**config.mk**
```make
export PLATFORM = sky130hd
export DESIGN_NAME = store_buffer_flat
export DESIGN_NICKNAME = d
export VERILOG_FILES = /design/src/rtl/store_buffer_pkg.sv /design/src/rtl/store_buffer_if.sv /design/src/rtl/store_buffer_match.sv /design/src/rtl/store_buffer.sv /design/src/flat_wrapper.sv
export SDC_FILE = /design/constraint.sdc
export NUM_CORES = 2
export LEC_CHECK = 0
export ABC_AREA = 1
export BUFFER_PORTS_ARGS = -buffer_cell sky130_fd_sc_hd__buf_2
export CAP_MARGIN = 20
export CORE_MARGIN = 5
export CORE_UTILIZATION = 45
export CTS_BUF_LIST = sky130_fd_sc_hd__clkbuf_4 sky130_fd_sc_hd__clkbuf_8
export DETAILED_ROUTE_END_ITERATION = 12
export PLACE_DENSITY = 0.74
export SYNTH_ARGS = -nofsm -noshare
export SYNTH_HDL_FRONTEND = slang
export SYNTH_SLANG_ARGS = --single-unit
```
**constraint.sdc**
```tcl
create_clock -name clk -period 50.4 [get_ports clk]
set_input_delay 10.08 -clock clk [delete_from_list [all_inputs] [get_ports clk]]
set_output_delay 10.08 -clock clk [all_outputs]
set_load 0.02 [all_outputs]
```
**src/rtl/store_buffer_pkg.sv**
```systemverilog
// Shared sizing defaults and the datamem port-grant encoding for the store buffer.
package store_buffer_pkg;

  localparam int unsigned SbDepth     = 4;
  localparam int unsigned SbAddrW     = 64;
  localparam int unsigned SbDataW     = 64;
  localparam int unsigned SbStarveLim = 8;

  // Owner of the single datamem port in a given cycle.
  typedef enum logic [1:0] {
    GntNone,
    GntLoad,
    GntDrain
  } port_gnt_e;

endpackage

```
**src/rtl/store_buffer_if.sv**
```systemverilog
// Pipeline-side store/load/fence signals plus the datamem port, seen from the store buffer.
interface store_buffer_if
  import store_buffer_pkg::*;
#(
  parameter int unsigned ADDR_W = SbAddrW,
  parameter int unsigned DATA_W = SbDataW
) ();

  logic                  st_valid;
  logic [ADDR_W-1:0]     st_addr;
  logic [DATA_W-1:0]     st_data;
  logic                  st_ready;
  logic                  ld_valid;
  logic [ADDR_W-1:0]     ld_addr;
  logic [DATA_W-1:0]     ld_data;
  logic                  ld_stall;
  logic                  fence_req;
  logic                  fence_done;
  logic [ADDR_W-1:0]     mem_address;
  logic [2*DATA_W-1:0]   mem_write_data;
  logic                  mem_write_en;
  logic                  mem_read_en;
  logic                  mem_en;
  logic [DATA_W-1:0]     mem_read_data;

  modport master (
    output st_valid, st_addr, st_data, ld_valid, ld_addr, fence_req, mem_read_data,
    input  st_ready, ld_data, ld_stall, fence_done,
    input  mem_address, mem_write_data, mem_write_en, mem_read_en, mem_en
  );

  modport slave (
    input  st_valid, st_addr, st_data, ld_valid, ld_addr, fence_req, mem_read_data,
    output st_ready, ld_data, ld_stall, fence_done,
    output mem_address, mem_write_data, mem_write_en, mem_read_en, mem_en
  );

endinterface

```
**src/rtl/store_buffer_match.sv**
```systemverilog
// Load-address compare against all queued stores; youngest matching entry wins.
module store_buffer_match
  import store_buffer_pkg::*;
#(
  parameter int unsigned DEPTH  = SbDepth,
  parameter int unsigned ADDR_W = SbAddrW,
  localparam int unsigned PtrW  = $clog2(DEPTH)
) (
  input  logic [DEPTH-1:0]  valid_i,
  input  logic [ADDR_W-1:0] addr_i [DEPTH],
  input  logic [PtrW-1:0]   head_i,
  input  logic [ADDR_W-1:0] ld_addr_i,
  output logic              hit_o,
  output logic [PtrW-1:0]   index_o
);

  logic [PtrW-1:0] idx;

  // Walk oldest to youngest so a later (younger) match overrides an earlier one.
  always_comb begin
    hit_o   = 1'b0;
    index_o = head_i;
    idx     = '0;
    for (int unsigned i = 0; i < DEPTH; i++) begin
      idx = head_i + PtrW'(i);
      if (valid_i[idx] && (addr_i[idx] == ld_addr_i)) begin
        hit_o   = 1'b1;
        index_o = idx;
      end
    end
  end

endmodule

```
**src/rtl/store_buffer.sv**
```systemverilog
// In-order store queue in front of datamem: loads own the port, stores drain when it is free,
// with load forwarding, a starvation-forced drain and a fence drain point.
module store_buffer
  import store_buffer_pkg::*;
#(
  parameter int unsigned DEPTH      = SbDepth,
  parameter int unsigned ADDR_W     = SbAddrW,
  parameter int unsigned DATA_W     = SbDataW,
  parameter int unsigned STARVE_LIM = SbStarveLim
) (
  input logic           clk,
  input logic           rst,
  store_buffer_if.slave bus_io
);

  localparam int unsigned PtrW = $clog2(DEPTH);
  localparam int unsigned CntW = $clog2(DEPTH + 1);
  localparam int unsigned StW  = (STARVE_LIM > 1) ? $clog2(STARVE_LIM) : 1;

  logic [DEPTH-1:0]  valid_q, valid_d;
  logic [ADDR_W-1:0] addr_q [DEPTH];
  logic [DATA_W-1:0] data_q [DEPTH];
  logic [PtrW-1:0]   head_q, head_d, tail_q, tail_d;
  logic [CntW-1:0]   count_q, count_d;
  logic [StW-1:0]    starve_q, starve_d;

  logic            match_hit, ld_hit, load_miss, force_drain, drain, enq;
  logic [PtrW-1:0] match_idx;
  port_gnt_e       gnt;

  store_buffer_match #(
    .DEPTH  (DEPTH),
    .ADDR_W (ADDR_W)
  ) u_match (
    .valid_i   (valid_q),
    .addr_i    (addr_q),
    .head_i    (head_q),
    .ld_addr_i (bus_io.ld_addr),
    .hit_o     (match_hit),
    .index_o   (match_idx)
  );

  assign ld_hit      = bus_io.ld_valid & match_hit;
  assign load_miss   = bus_io.ld_valid & ~match_hit;
  assign force_drain = (count_q != '0) && (starve_q == StW'(STARVE_LIM - 1));
  assign drain       = (count_q != '0) && (!load_miss || force_drain);
  assign enq         = bus_io.st_valid & bus_io.st_ready;

  always_comb begin
    valid_d  = valid_q;
    head_d   = head_q;
    tail_d   = tail_q;
    count_d  = count_q;
    starve_d = '0;
    if (drain) begin
      valid_d[head_q] = 1'b0;
      head_d          = head_q + 1'b1;
    end
    if (enq) begin
      valid_d[tail_q] = 1'b1;
      tail_d          = tail_q + 1'b1;
    end
    unique case ({enq, drain})
      2'b10:   count_d = count_q + 1'b1;
      2'b01:   count_d = count_q - 1'b1;
      default: count_d = count_q;
    endcase
    if ((count_q != '0) && load_miss && !force_drain) starve_d = starve_q + 1'b1;
  end

  always_ff @(posedge clk or posedge rst) begin
    if (rst) begin
      valid_q  <= '0;
      head_q   <= '0;
      tail_q   <= '0;
      count_q  <= '0;
      starve_q <= '0;
      for (int i = 0; i < DEPTH; i++) begin
        addr_q[i] <= '0;
        data_q[i] <= '0;
      end
    end else begin
      valid_q  <= valid_d;
      head_q   <= head_d;
      tail_q   <= tail_d;
      count_q  <= count_d;
      starve_q <= starve_d;
      if (enq) begin
        addr_q[tail_q] <= bus_io.st_addr;
        data_q[tail_q] <= bus_io.st_data;
      end
    end
  end

  always_comb begin
    if (load_miss && !force_drain) gnt = GntLoad;
    else if (drain)                gnt = GntDrain;
    else                           gnt = GntNone;
  end

  always_comb begin
    bus_io.st_ready       = (count_q != CntW'(DEPTH)) && !bus_io.fence_req;
    bus_io.fence_done     = (count_q == '0);
    bus_io.ld_stall       = load_miss & force_drain;
    bus_io.mem_read_en    = 1'b0;
    bus_io.mem_write_en   = 1'b0;
    bus_io.mem_address    = '0;
    bus_io.mem_write_data = '0;
    bus_io.ld_data        = '0;
    unique case (gnt)
      GntLoad: begin
        bus_io.mem_read_en = 1'b1;
        bus_io.mem_address = bus_io.ld_addr;
        bus_io.ld_data     = bus_io.mem_read_data;
      end
      GntDrain: begin
        bus_io.mem_write_en   = 1'b1;
        bus_io.mem_address    = addr_q[head_q];
        bus_io.mem_write_data = {{DATA_W{1'b0}}, data_q[head_q]};
      end
      default: ;
    endcase
    if (ld_hit) bus_io.ld_data = data_q[match_idx];
    bus_io.mem_en = bus_io.mem_write_en | bus_io.mem_read_en;
  end

endmodule
```
**src/flat_wrapper.sv**
```systemverilog
// flat-port wrapper written by rule: the top's interface ports become plain ports
module store_buffer_flat import store_buffer_pkg::*;
#(
  parameter int unsigned DEPTH      = SbDepth,
  parameter int unsigned ADDR_W     = SbAddrW,
  parameter int unsigned DATA_W     = SbDataW,
  parameter int unsigned STARVE_LIM = SbStarveLim
)
  (clk, rst, bus_io_st_valid, bus_io_st_addr, bus_io_st_data, bus_io_ld_valid, bus_io_ld_addr, bus_io_fence_req, bus_io_mem_read_data, bus_io_st_ready, bus_io_ld_data, bus_io_ld_stall, bus_io_fence_done, bus_io_mem_address, bus_io_mem_write_data, bus_io_mem_write_en, bus_io_mem_read_en, bus_io_mem_en);
  store_buffer_if #(.ADDR_W(ADDR_W), .DATA_W(DATA_W)) bus_io_i ();
  input logic clk;
  input logic rst;
  input wire logic [$bits(bus_io_i.st_valid)-1:0] bus_io_st_valid;
  input wire logic [$bits(bus_io_i.st_addr)-1:0] bus_io_st_addr;
  input wire logic [$bits(bus_io_i.st_data)-1:0] bus_io_st_data;
  input wire logic [$bits(bus_io_i.ld_valid)-1:0] bus_io_ld_valid;
  input wire logic [$bits(bus_io_i.ld_addr)-1:0] bus_io_ld_addr;
  input wire logic [$bits(bus_io_i.fence_req)-1:0] bus_io_fence_req;
  input wire logic [$bits(bus_io_i.mem_read_data)-1:0] bus_io_mem_read_data;
  output wire logic [$bits(bus_io_i.st_ready)-1:0] bus_io_st_ready;
  output wire logic [$bits(bus_io_i.ld_data)-1:0] bus_io_ld_data;
  output wire logic [$bits(bus_io_i.ld_stall)-1:0] bus_io_ld_stall;
  output wire logic [$bits(bus_io_i.fence_done)-1:0] bus_io_fence_done;
  output wire logic [$bits(bus_io_i.mem_address)-1:0] bus_io_mem_address;
  output wire logic [$bits(bus_io_i.mem_write_data)-1:0] bus_io_mem_write_data;
  output wire logic [$bits(bus_io_i.mem_write_en)-1:0] bus_io_mem_write_en;
  output wire logic [$bits(bus_io_i.mem_read_en)-1:0] bus_io_mem_read_en;
  output wire logic [$bits(bus_io_i.mem_en)-1:0] bus_io_mem_en;
  assign bus_io_i.st_valid = bus_io_st_valid;
  assign bus_io_i.st_addr = bus_io_st_addr;
  assign bus_io_i.st_data = bus_io_st_data;
  assign bus_io_i.ld_valid = bus_io_ld_valid;
  assign bus_io_i.ld_addr = bus_io_ld_addr;
  assign bus_io_i.fence_req = bus_io_fence_req;
  assign bus_io_i.mem_read_data = bus_io_mem_read_data;
  assign bus_io_st_ready = bus_io_i.st_ready;
  assign bus_io_ld_data = bus_io_i.ld_data;
  assign bus_io_ld_stall = bus_io_i.ld_stall;
  assign bus_io_fence_done = bus_io_i.fence_done;
  assign bus_io_mem_address = bus_io_i.mem_address;
  assign bus_io_mem_write_data = bus_io_i.mem_write_data;
  assign bus_io_mem_write_en = bus_io_i.mem_write_en;
  assign bus_io_mem_read_en = bus_io_i.mem_read_en;
  assign bus_io_mem_en = bus_io_i.mem_en;
  store_buffer #(.DEPTH(DEPTH), .ADDR_W(ADDR_W), .DATA_W(DATA_W), .STARVE_LIM(STARVE_LIM)) u_core (.clk(clk), .rst(rst), .bus_io(bus_io_i));
endmodule
```
* Word level (Yosys, flattened, before mapping)
Index checks and enable logic that the tools add are counted.
Storage, ports and cells: register bits after elaboration 526, latch bits 0, RAM bits 0, ROM bits 0, input port bits 261, logic and storage cells 132, memories 0
Cells by class: $add $sub $neg 7, multiply operators 0, div/mod/pow operators 0, magnitude comparators 14, equal/unequal tests 10, shift-type cells 0, multiplexer cells 53, bitwise gates (word level) 15, reduce and logical (&&, ||, !) cells 20
Operators by type and width (count):
- 64-bit 2-to-1 mux | 16
- 64-bit binary-select mux with 2-bit select | 6
- 256-bit bitwise mux | 2
- 64-bit == test | 4
- 64-bit demux with 2-bit select | 1
- 64-bit case mux with 2 select lines | 1
- 3-bit >= comparator (second input constant) | 6
- 2-bit NOT with 3-bit output | 6
- 2-bit by 3-bit < comparator with 1-bit output (second input constant) | 5
- 1-bit logical AND | 13
- 1-bit 2-to-1 mux | 12
- 2-bit 2-to-1 mux | 5
- 1-bit binary-select mux with 2-bit select | 4
- 4-bit 2-to-1 mux | 2
- 3-bit by 1-bit adder with 3-bit output (second input constant) | 2
- 3-bit case mux with 2 select lines | 1
- 2-bit by 1-bit adder with 2-bit output (second input constant) | 2
- 2-bit adder (second input constant) | 2
- 1-bit bitwise AND | 4
- 4-bit bitwise AND | 1
- 1-bit demux with 2-bit select | 2
- 2-bit by 1-bit == test with 1-bit output (second input constant) | 2
- 2-bit == test (second input constant) | 2
- 2-bit by 1-bit >= comparator with 1-bit output (second input constant) | 2
- other kinds (14) | 16

* Depth between registers and ports, before layout
word-level depth 20, depth in mapped cells 33

* Cells and area by module
A second synthesis with hierarchy kept.
Unflattened totals: cell total of the unflattened synthesis 7061, area, all modules 42404.4 µm²
By module, submodules not included:
- store_buffer | instances 1, cells an instance 4286, area an instance 29971.2 µm², sequential area each 13162.6 µm²
- store_buffer_match | instances 1, cells an instance 2775, area an instance 12433.2 µm², sequential area each 0.0 µm²

* Worst setup path after synthesis
OpenSTA, ideal clock, no wires.
path kind input to output, from input port bus_io_ld_addr[24], to output port bus_io_mem_address[10], arrival 12060 ps, setup slack 28260 ps, cell stages on the path 16, buffers on the path 2, cells stage by stage clkbuf_1 -> inv_1 -> nand3_1 -> nand2_1 -> nor2_1 -> nand2_1 -> nor2_1 -> nand2_1 -> nor2_1 -> nand3_1 -> o21ai_1 -> nor2_2 -> nand3_2 -> nand2_1 -> clkbuf_1 -> o21ai_0
Between the ends: cells in the longest elaborated chain, start to end 15, elaborated cells on any way between the ends 23, those cells by class eq/ne (6); mux (7); bitwise (2); reduce/logical (8)
Ends and longest elaborated chain:
- from (decl) | line flat_wrapper.sv:17 | input wire logic [$bits(bus_io_i.ld_addr)-1:0] bus_io_ld_addr;
- 64-bit == test | line store_buffer_match.sv:26 | if (valid_i[idx] && (addr_i[idx] == ld_addr_i)) begin
- 1-bit logical AND | line store_buffer_match.sv:26
- 1-bit 2-to-1 mux (3 in series) | line store_buffer_match.sv:26
- 1-bit 2-to-1 mux (*) | line store_buffer_match.sv:26
- 1-bit NOT (*) | line store_buffer.sv:44 | assign load_miss = bus_io.ld_valid & ~match_hit;
- 1-bit bitwise AND (*) | line store_buffer.sv:44
- 1-bit zero test | line store_buffer.sv:46 | assign drain = (count_q != '0) && (!load_miss || force_drain);
- 1-bit logical OR | line store_buffer.sv:46
- 1-bit logical AND | line store_buffer.sv:46
- 2-bit 2-to-1 mux | line store_buffer.sv:97 | else if (drain) gnt = GntDrain;
- 2-bit 2-to-1 mux (*) | line store_buffer.sv:96 | if (load_miss && !force_drain) gnt = GntLoad;
- 2-bit == test / 2-bit by 1-bit == test with 1-bit output (equally long branches) | line store_buffer.sv:110 | unique case (gnt)
- 64-bit case mux with 2 select lines (*) | line store_buffer.sv:110
- to (decl) | line flat_wrapper.sv:24 | output wire logic [$bits(bus_io_i.mem_address)-1:0] bus_io_mem_address;
Every way passes the cells marked *; elsewhere a longest branch is shown, timed or not.

* Worst setup path after layout
from input port bus_io_ld_addr[41], to output port bus_io_ld_data[1]
Between the ends: cells in the longest elaborated chain, start to end 16, elaborated cells on any way between the ends 31, those cells by class eq/ne (5); mux (14); bitwise (4); reduce/logical (8)
Ends and longest elaborated chain:
- 64-bit == test | line store_buffer_match.sv:26
- 1-bit logical AND | line store_buffer_match.sv:26
- 1-bit 2-to-1 mux (4 in series) | line store_buffer_match.sv:26
- 1-bit NOT | line store_buffer.sv:44
- 1-bit bitwise AND | line store_buffer.sv:44
- 1-bit zero test | line store_buffer.sv:46
- 1-bit logical OR | line store_buffer.sv:46
- 1-bit logical AND | line store_buffer.sv:46
- 2-bit 2-to-1 mux | line store_buffer.sv:97
- 2-bit 2-to-1 mux | line store_buffer.sv:96
- 2-bit by 1-bit == test with 1-bit output | line store_buffer.sv:110
- 64-bit 2-to-1 mux | line store_buffer.sv:110
- 64-bit 2-to-1 mux (*) | line store_buffer.sv:123 | if (ld_hit) bus_io.ld_data = data_q[match_idx];
- to (decl) | line flat_wrapper.sv:21 | output wire logic [$bits(bus_io_i.ld_data)-1:0] bus_io_ld_data;
Every way passes the cells marked *; elsewhere a longest branch is shown, timed or not. The select of a mux whose other input is x is not followed.

==> flow_summary.toml <==
[route]
routedWlPerCell_um = 22.7
wl_mm = 173
ant_nets = 0
via_count = 43693
drc = 0
drt-vias-per-instance = 5.72
dr.pass1.iters = 6
drt-initial-drc-count = 5562

[critical_path]
rr_worst_depth = 23
rrSetupSlack_ns = 42.37
required_ns = 40.32
worstPathArrival_ns = 14.84
setup.worst_path.class = "in -> out"
cp-start-kind = "input pin"
end_kind = "primary output"
cp_max_fo = 93

[sta]
rsz0062_at_grt = "false"
setup_viol = 0
hold_violations = 0
fmax_mhz = 40.1
finalSetupTns_ns = 0
slew_headroom = 0.253
fin_worst_skew_ns = 0.0585
worst_slew_pin_slew_ns = 1.12
slew_violations = 0
fin_crit_ns = 24.92
min_period_over_period = 0.494

[grt]
first_global_vias = 40219
grt_pass1_wl_mm = 258
grt_max_degree = 191
use_met2 = 0.592
use_met3 = 0.0700
grt.overflow.total = 0
antenna_found_initial = 29
grt-busiest-layer = "met2"
met1_usage = 0.501
grtUsageTotal = 0.375

[die]
die_area_um2 = 89300
io-pin-count = 523
die_w_um = 299
num_rows = 106
initial_utilization = 0.451
core-area_um2 = 83200
die_y_um = 299

[clock_tree]
post_cts_buffers = 0
cts_max_level = 3
cts_tree = "done"
ctsHoldBuffers = 0
ctsResizeCount = 0
cts.path.max_buffers = 3
cts_sinks = 526
cts_made_buffers = 96
ctsRootBufferMaster = "clkbuf_8"
path_clk_slew_ns = 0.06
clk_latency_ns = 0.77

[pwr]
p_leak_nw = 22.9
power_density_nw_per_um2 = 81.2
vdd_ir_drop_max_mv = 0.0525
totalPowerFinal_mw = 3.40

[cells_and_area]
area_growth_pct = 11.7
final_common_cell = "nand2_1"
final_nets = 6731
fillers = 8599
drive_gt1_frac = 0.107
layout_common_cells = "nand2_1 (3026), nand3_1 (971), dfrtp_1 (524)"

[placement]
gp_congestion = 1.09
dp_hpwl_mm = 126
numPortBuffers = 458

[hold_path]
hp-class = "reg -> reg"
holdPathStages = 1

[synthesis]
postSynthCellCount = 6230
yosysTopAreaCell = "dfrtp_1"
yosysTopAreaCellShare = 0.351
synth.area.top_cells = "dfrtp_1 (35%), nand2_1 (30%), nand3_1 (13%), o21ai_0 (4.4%), nor2_1 (2.9%)"
ys_types = 35
synth-seq-cells = 526
netlist_area_um2 = 37500
synth_area_per_cell_um2 = 6.03
ys_seq_area_frac = 0.351
ys.warnings.count = 0

[run]
cap_viol_max_count = 0

[outcome]
outcome = "completed"
## layout make-up
class | count | area (µm²) | share of cell area
inverters | 288 | 1120 | 0.0268
diodes | 21 | 52.6 | 0.00125
repair buffers | 496 | 2640 | 0.0630
clock buffers | 150 | 1860 | 0.0443
well taps | 1080 | 1350 | 0.0322
clock inverters | 21 | 183 | 0.00436
multi-input cells | 5050 | 21500 | 0.514
flip-flops and latches | 526 | 13200 | 0.314
## Yosys cell counts
cell type  number
a21o_1          1
a21oi_1       131
a31oi_1         3
and3_1          2
and3b_1         1
buf_1          21
buf_2         166
buf_4          69
clkbuf_1      173
clkinv_1        6
conb_1          1
dfrtp_1       526
fa_1            1
ha_1           11
inv_1         273
inv_2           9
mux2_2          1
nand2_1      3033
nand2_2         1
nand3_1       972
nand3_2         1
nand3b_1        4
nand4_1        59
nor2_1        285
nor2_2          3
nor3_1          6
nor3b_1         1
o211ai_1        2
o21a_1         16
o21ai_0       329
o21ai_1        72
o22ai_1        15
or2_2           1
xnor2_1         2
xor2_1         33
## flip-flops by register name (all words and copies together) (netlist names)
| signal | count |
|---|---|
| u_core.addr_q | 256 |
| u_core.data_q | 256 |
| u_core.valid_q | 4 |
| u_core.count_q | 3 |
| u_core.starve_q | 3 |
| u_core.head_q | 2 |
| u_core.tail_q | 2 |
## critical path, stage by stage
cell and delay (ns):
buf_2 0.18, inv_1 0.12, nand3_1 0.24, nand2_1 0.12, nor2_1 0.18, nand2_1 0.12
nor2_1 0.19, nand3_1 0.11, nor2_1 0.17, nand3_1 0.23, nand2_1 0.23, nand2_4 0.47
nand2_4 0.62, buf_4 0.83, nand2_1 0.16, nand3_1 0.14, nand3_1 0.17, nand2_1 0.11
buf_2 0.16
## where the power goes
part | switching (mW) | internal [mW]
registers | 0.180 | 0.624
clock network | 0.206 | 0.237
logic | 1.57 | 0.584
## cells by family (layout without fill, tap and decap cells)
group / after synthesis / in the layout / synth area share
buffers and inverters: 717 / 955 / 0.0841
muxes: 1 / 1 / 0.000300
adders and majority gates: 12 / 12 / 0.00420
xor gates and xnor gates: 35 / 35 / 0.00817
AOI/OAI and AO/OA: 569 / 569 / 0.0777
other: 1 / 85 / 0.0000999
and+or+nand+nor: 4369 / 4369 / 0.475
DFF: 526 / 526 / 0.351
## per-stage QoR
step / hold slack, ns / cells / instance area (µm²) / setup slack, ns / utilization
after floorplan: 0.410 / 6293 / 37800 / 25.62 / -
after global placement: 0.421 / 7440 / 39800 / 25.77 / 0.479
after detailed placement: 0.434 / 7440 / 39800 / 25.75 / 0.479
after CTS: 0.441 / 7611 / 41900 / 25.75 / 0.503
after global routing: 0.463 / 7626 / 41900 / 25.34 / 0.504
final: 0.446 / 7632 / 41900 / 25.48 / 0.504
## final timing paths
check,endpoint,startpoint
worst max-delay path,bus_io_ld_data[1],bus_io_ld_addr[41]
worst min-delay path,u_core.starve_q[0]$_DFF_PP0_,u_core.starve_q[0]$_DFF_PP0_
worst max register to register,u_core.count_q[2]$_DFFE_PP0P_,u_core.head_q[1]$_DFFE_PP0P_
worst min register to register,u_core.starve_q[0]$_DFF_PP0_,u_core.starve_q[0]$_DFF_PP0_
max in group asynchronous,u_core.addr_q[208]$_DFFE_PP0P_,rst
min in group asynchronous,u_core.data_q[139]$_DFFE_PP0P_,rst
## per-layer routing
layer | vias to the layer above | part of all wire
li1 | 20263 | -
met1 | 20435 | 0.40
met2 | 2530 | 0.45
met3 | 451 | 0.095
met4 | 14 | 0.056
met5 | - | 0.00047
Note: power is estimated with default switching activity, not from simulation.
